`src/rtl/store_monitor.sv`:
```
// Self-check monitor for the RV32i data-memory write port: classifies each store
// as pass, fail or allowed scratch, and raises a sticky verdict or a timeout.
module store_monitor #(
   parameter int unsigned DATA_W    = 32,
   parameter int unsigned ADDR_W    = 32,
   parameter int unsigned MW_W      = 2,
   parameter int unsigned PASS_ADDR = 100,
   parameter int unsigned PASS_DATA = 25,
   parameter int unsigned SCR_BASE  = 96,
   parameter int unsigned SCR_SIZE  = 4,
   parameter int unsigned TIMEOUT   = 1000,
   parameter int unsigned CNT_W     = 16
) (
   input  logic              clk,
   input  logic              rst,
   input  logic              clear,
   input  logic [MW_W-1:0]   MemWrite,
   input  logic [ADDR_W-1:0] DataAdr,
   input  logic [DATA_W-1:0] WriteData,
   output logic              done,
   output logic              pass,
   output logic              fail,
   output logic [1:0]        fail_code,
   output logic [ADDR_W-1:0] fail_addr,
   output logic [DATA_W-1:0] fail_data,
   output logic [CNT_W-1:0]  store_count
);

   typedef enum logic [1:0] {ST_RUN, ST_PASS, ST_FAIL, ST_TMO} state_e;

   localparam logic [1:0] FC_NONE = 2'd0;
   localparam logic [1:0] FC_ADDR = 2'd1;
   localparam logic [1:0] FC_DATA = 2'd2;
   localparam logic [1:0] FC_TMO  = 2'd3;

   localparam logic [ADDR_W-1:0] PASS_A = ADDR_W'(PASS_ADDR);
   localparam logic [DATA_W-1:0] PASS_D = DATA_W'(PASS_DATA);
   // One extra bit keeps the window end from wrapping at the top of the address space.
   localparam logic [ADDR_W:0]   WIN_LO = (ADDR_W+1)'(SCR_BASE);
   localparam logic [ADDR_W:0]   WIN_HI = WIN_LO + (ADDR_W+1)'(SCR_SIZE);
   localparam bit                TMO_EN = (TIMEOUT != 0);
   localparam logic [CNT_W-1:0]  TMO_AT = TMO_EN ? CNT_W'(TIMEOUT - 1) : '0;

   state_e              state_q, state_d;
   logic                done_q, done_d;
   logic                pass_q, pass_d;
   logic                fail_q, fail_d;
   logic [1:0]          fail_code_q, fail_code_d;
   logic [ADDR_W-1:0]   fail_addr_q, fail_addr_d;
   logic [DATA_W-1:0]   fail_data_q, fail_data_d;
   logic [CNT_W-1:0]    store_count_q, store_count_d;
   logic [CNT_W-1:0]    cyc_q, cyc_d;

   logic is_store, hit_pass, data_ok, in_win, tmo_hit;

   always_comb begin
      is_store = |MemWrite;
      hit_pass = (DataAdr == PASS_A);
      data_ok  = (WriteData == PASS_D);
      in_win   = ({1'b0, DataAdr} >= WIN_LO) && ({1'b0, DataAdr} < WIN_HI);
      tmo_hit  = TMO_EN && (cyc_q >= TMO_AT);
   end

   always_comb begin
      state_d       = state_q;
      done_d        = done_q;
      pass_d        = pass_q;
      fail_d        = fail_q;
      fail_code_d   = fail_code_q;
      fail_addr_d   = fail_addr_q;
      fail_data_d   = fail_data_q;
      store_count_d = store_count_q;
      cyc_d         = cyc_q;

      if (clear) begin
         state_d       = ST_RUN;
         done_d        = 1'b0;
         pass_d        = 1'b0;
         fail_d        = 1'b0;
         fail_code_d   = FC_NONE;
         fail_addr_d   = '0;
         fail_data_d   = '0;
         store_count_d = '0;
         cyc_d         = '0;
      end else if (state_q == ST_RUN) begin
         if (is_store && hit_pass) begin
            done_d = 1'b1;
            if (data_ok) begin
               state_d = ST_PASS;
               pass_d  = 1'b1;
            end else begin
               state_d     = ST_FAIL;
               fail_d      = 1'b1;
               fail_code_d = FC_DATA;
               fail_addr_d = DataAdr;
               fail_data_d = WriteData;
            end
         end else if (is_store && !in_win) begin
            state_d     = ST_FAIL;
            done_d      = 1'b1;
            fail_d      = 1'b1;
            fail_code_d = FC_ADDR;
            fail_addr_d = DataAdr;
            fail_data_d = WriteData;
         end else begin
            // Idle or scratch store: the run keeps going, so the watchdog keeps ticking.
            if (is_store && (store_count_q != '1))
               store_count_d = store_count_q + 1'b1;
            if (cyc_q != '1)
               cyc_d = cyc_q + 1'b1;
            if (tmo_hit) begin
               state_d     = ST_TMO;
               done_d      = 1'b1;
               fail_d      = 1'b1;
               fail_code_d = FC_TMO;
               fail_addr_d = '0;
               fail_data_d = '0;
            end
         end
      end
   end

   always_ff @(posedge clk or negedge rst) begin
      if (!rst) begin
         state_q       <= ST_RUN;
         done_q        <= 1'b0;
         pass_q        <= 1'b0;
         fail_q        <= 1'b0;
         fail_code_q   <= FC_NONE;
         fail_addr_q   <= '0;
         fail_data_q   <= '0;
         store_count_q <= '0;
         cyc_q         <= '0;
      end else begin
         state_q       <= state_d;
         done_q        <= done_d;
         pass_q        <= pass_d;
         fail_q        <= fail_d;
         fail_code_q   <= fail_code_d;
         fail_addr_q   <= fail_addr_d;
         fail_data_q   <= fail_data_d;
         store_count_q <= store_count_d;
         cyc_q         <= cyc_d;
      end
   end

   assign done        = done_q;
   assign pass        = pass_q;
   assign fail        = fail_q;
   assign fail_code   = fail_code_q;
   assign fail_addr   = fail_addr_q;
   assign fail_data   = fail_data_q;
   assign store_count = store_count_q;

endmodule

```
`config.mk`:
```
export PLATFORM = sky130hd
export DESIGN_NAME = store_monitor
export DESIGN_NICKNAME = d
export VERILOG_FILES = /design/src/rtl/store_monitor.sv
export SDC_FILE = /design/constraint.sdc
export NUM_CORES = 1
export LEC_CHECK = 0
export ABC_AREA = 1
export BUFFER_PORTS_ARGS = -buffer_cell sky130_fd_sc_hd__buf_4
export CAP_MARGIN = 0
export CELL_PAD_IN_SITES_DETAIL_PLACEMENT = 1
export CELL_PAD_IN_SITES_GLOBAL_PLACEMENT = 2
export CORE_MARGIN = 2
export CORE_UTILIZATION = 29
export CTS_CLUSTER_SIZE = 24
export DETAILED_ROUTE_END_ITERATION = 16
export HOLD_SLACK_MARGIN = 0.03
export MAX_ROUTING_LAYER = met4
export PLACE_DENSITY = 0.83
export RECOVER_POWER = 25
export SETUP_SLACK_MARGIN = 0.3
export SKIP_LAST_GASP = 1
export SLEW_MARGIN = 20
export SYNTH_ARGS = -nofsm -noshare
export SYNTH_HDL_FRONTEND = slang
export SYNTH_SLANG_ARGS = --single-unit
```
`constraint.sdc`:
```
create_clock -name clk -period 2.5 [get_ports clk]
set_input_delay 0.125 -clock clk [delete_from_list [all_inputs] [get_ports clk]]
set_output_delay 0.125 -clock clk [all_outputs]
set_load 0.03 [all_outputs]
```
==> impl_metrics.toml <==
[status]
status = "finished, final reports clean"

[floorplanning]
die_area_um2 = 22700
top_level_ports = 154
row_count = 53
initial_utilization = 0.296
fp.dieW_um = 151
core_area_um2 = 21100
die_h_um = 151

[cts]
cts_max_level = 3
clockBufferDepth = 2
cts_buffers = 9
clock-sinks = 103
cts_tree = "built"
cts_setup_buffers = 0
clock_latency_ns = 0.35
clkTransAtPathRegs_ns = 0.07
clockRootBuffer = "clkbuf_16"

[power]
powerDensity_nw_per_um2 = 564
vdd_drop_max_mv = 0.347
power_uw = 4410
power.leakage_uw = 0.00405

[timing]
setup_tns_ns = 0
rsz0062_at_grt = "no"
slew_headroom = 0.219
skew_ns = 0.00860
drv_slew = 0
min_period_over_period = 0.806
final.min_clock_period_ns = 2.02
clock.fmax_mhz = 496
finalSetupViolCount = 0
hold_viol_final = 0
tightest_slew_ns = 1.17

[place]
dp.cells = 1327
port_buffers = 153
dpl.hpwl_um = 14800
gp_congestion = 0.817

[critical_path]
cp.required_ns = 2.79
max_stage_delay_ns = 0.76
r2r_start = "state_q[1]$_DFFE_PN0P_"
crit_path_start = "state_q[1]$_DFFE_PN0P_"
worstSetupEndpointType = "flop"
crit_arrival_ns = 2.30
worstPathMaxFanout = 44
cpMaxStageDelayCell = "nor2_4"
cp_top_family = "simple AND/OR/NAND/NOR gates"
path_buf_inv = 1
criticalPathCategory = "flop to flop"
startpoint_type = "flop"
crit_chain = "nor2_1 > nor2_1 > nor2_4 > buf_4 > nand3_1 > nand2_1"
rrSetupSlack_ns = 0.48
critical_path.most_common_cell = "nor2_1"

[global_route]
grt_pass1_vias = 6590
grt_use_total = 0.192
grt_max_degree = 67
antenna_found_initial = 0
grt.overflow.total = 0
grt_pass1_wl_um = 33800

[min_path]
hp-start = "DataAdr[30]"
hp-class = "primary input to flop"

[detailed_routing]
wl_per_cell_um = 15.3
drt-total-wl_um = 20500
viasPerCell = 4.75
firstDrtPassIters = 4
drt_iter0_drc = 251
drc = 0
via_count = 6384
antenna_left = 0

[synthesis]
ys_types = 27
ys_warn_count = 0
synth_ff_type = "dfrtp_1"
ys_seq_area_frac = 0.413
synth_compound_area_frac = 0.00722
synth_most_common_cell = "nand2_1"
syn_area_um2 = 6240
synth_cells = 934
netlist_top_cells_count = "nand2_1, nor2_1, nand3_1"
muxShareOfSynthArea = 0
synth_top_area_share = 0.413
synthAdderAreaFrac = 0.00401
synthSimpleGateAreaFrac = 0.474
async_flop_share = 1.00
synth_top_cell_by_area = "dfrtp_1"
yosys.area_share.xor_xnor = 0.0337
ys_ff_latch = 103
syn_area_per_cell_um2 = 6.68
synth.area.top_cells = "dfrtp_1, nand2_1, nand3_1"
syn_nets = 1005
synth_top_family_by_area = "simple AND/OR/NAND/NOR gates"
synth_edf_count = 0

[layout]
fin_cells = 1344
antenna_cells = 0
synthToLayoutAreaGrowth_pct = 25.3
nets = 1135
drive_gt1_frac = 0.156
fin_util = 0.371
fillers = 2736

[flow_run]
cap_viol_max_count = 0
[stage by stage]
| stage | area (µm²) | setup WS, ns | hold slack, ns |
|---|---|---|---|
| 3_3_place_gp | 7640 | 0.327 | 0.268 |
| 3_5_place_dp | 7640 | 0.267 | 0.278 |
| 5_1_grt | 7820 | 0.317 | 0.118 |
| 4_1_cts | 7930 | 0.438 | 0.0835 |
| 6_report | 7820 | 0.485 | 0.101 |
| 2_1_floorplan | 6240 | 0.597 | -0.171 |
[registers in the layout, summed over array words and instances (netlist names)]
name,cells
cyc_q,16
done,1
fail,1
fail_addr,32
fail_code,2
fail_data,32
pass,1
state_q,2
store_count,16
[repair_timing]
item / in CTS / in global routing
hold buffers: 1 / 0
resized for setup: 0 / 0
endpoints found under the hold margin: 103 / 0
setup endpoints to repair: 0 / 1
[cell type report]
| cell class | count | area (µm²) | share of cell area |
|---|---|---|---|
| clock buffer | 12 | 256 | 0.0328 |
| clock inverter | 4 | 28.8 | 0.00368 |
| inverter | 45 | 169 | 0.0216 |
| multi-input combinational | 733 | 3250 | 0.416 |
| sequential | 103 | 2580 | 0.330 |
| tap | 275 | 344 | 0.0440 |
| timing repair buffer | 172 | 1190 | 0.152 |
[cells by family after synthesis]
| group | after synthesis |
|---|---|
| buffers and inverters | 98 |
| flip-flops | 103 |
| AO/OA/AOI/OAI | 8 |
| XOR/XNOR | 24 |
| AND/OR/NAND/NOR | 699 |
| adder cells (fa/ha/maj) | 2 |
[path summary, 6_finish.rpt]
check                                            end  cells past startpoint
setup / recovery            fail_data[8]$_DFFE_PN0P_                      6
hold / removal             fail_addr[30]$_DFFE_PN0P_                      5
setup reg to reg            fail_data[8]$_DFFE_PN0P_                      6
hold reg to reg             fail_code[0]$_DFFE_PN0P_                      2
max in group asynchronous  fail_data[18]$_DFFE_PN0P_                      3
min in group asynchronous  fail_addr[29]$_DFFE_PN0P_                      3
[power breakdown]
part / internal [µW] / leakage (µW) / switching [µW]
Sequential: 1810 / 0.00138 / 99.1
Clock: 734 / 0.000135 / 657
Combinational: 356 / 0.00254 / 755
Total: 2900 / 0.00405 / 1510
[cell usage in the layout, fill, tap and decap left out, drive strengths merged]
| master | count |
|---|---|
| nand2 | 293 |
| nor2 | 195 |
| nand3 | 183 |
| buf | 140 |
| dfrtp | 103 |
| inv | 46 |
| clkbuf | 43 |
| xor2 | 19 |
| nand4 | 13 |
| nor3 | 9 |
| xnor2 | 5 |
| nor3b | 3 |
| a21oi | 3 |
| o21ai | 3 |
| nand3b | 2 |
| ha | 2 |
| clkinvlp | 2 |
| and2 | 1 |
| a21boi | 1 |
| o21bai | 1 |
| clkinv | 1 |
| dlygate4sd3 | 1 |
[tightest hold or removal path: stages]
cell     delay [ns]
buf_4          0.12
inv_1          0.05
nor2_1         0.03
nand2_1        0.05
nand2_1        0.04
[per-layer routing]
layer | track usage | vias up | wire [µm]
li1 | - | 3216 | -
met1 | 0.254 | 3041 | 9810
met2 | 0.311 | 105 | 9670
met3 | 0.0203 | 22 | 670
met4 | 0.0579 | 0 | 369
met5 | - | - | 0
No activity file was read; power rests on OpenSTA's default activity.
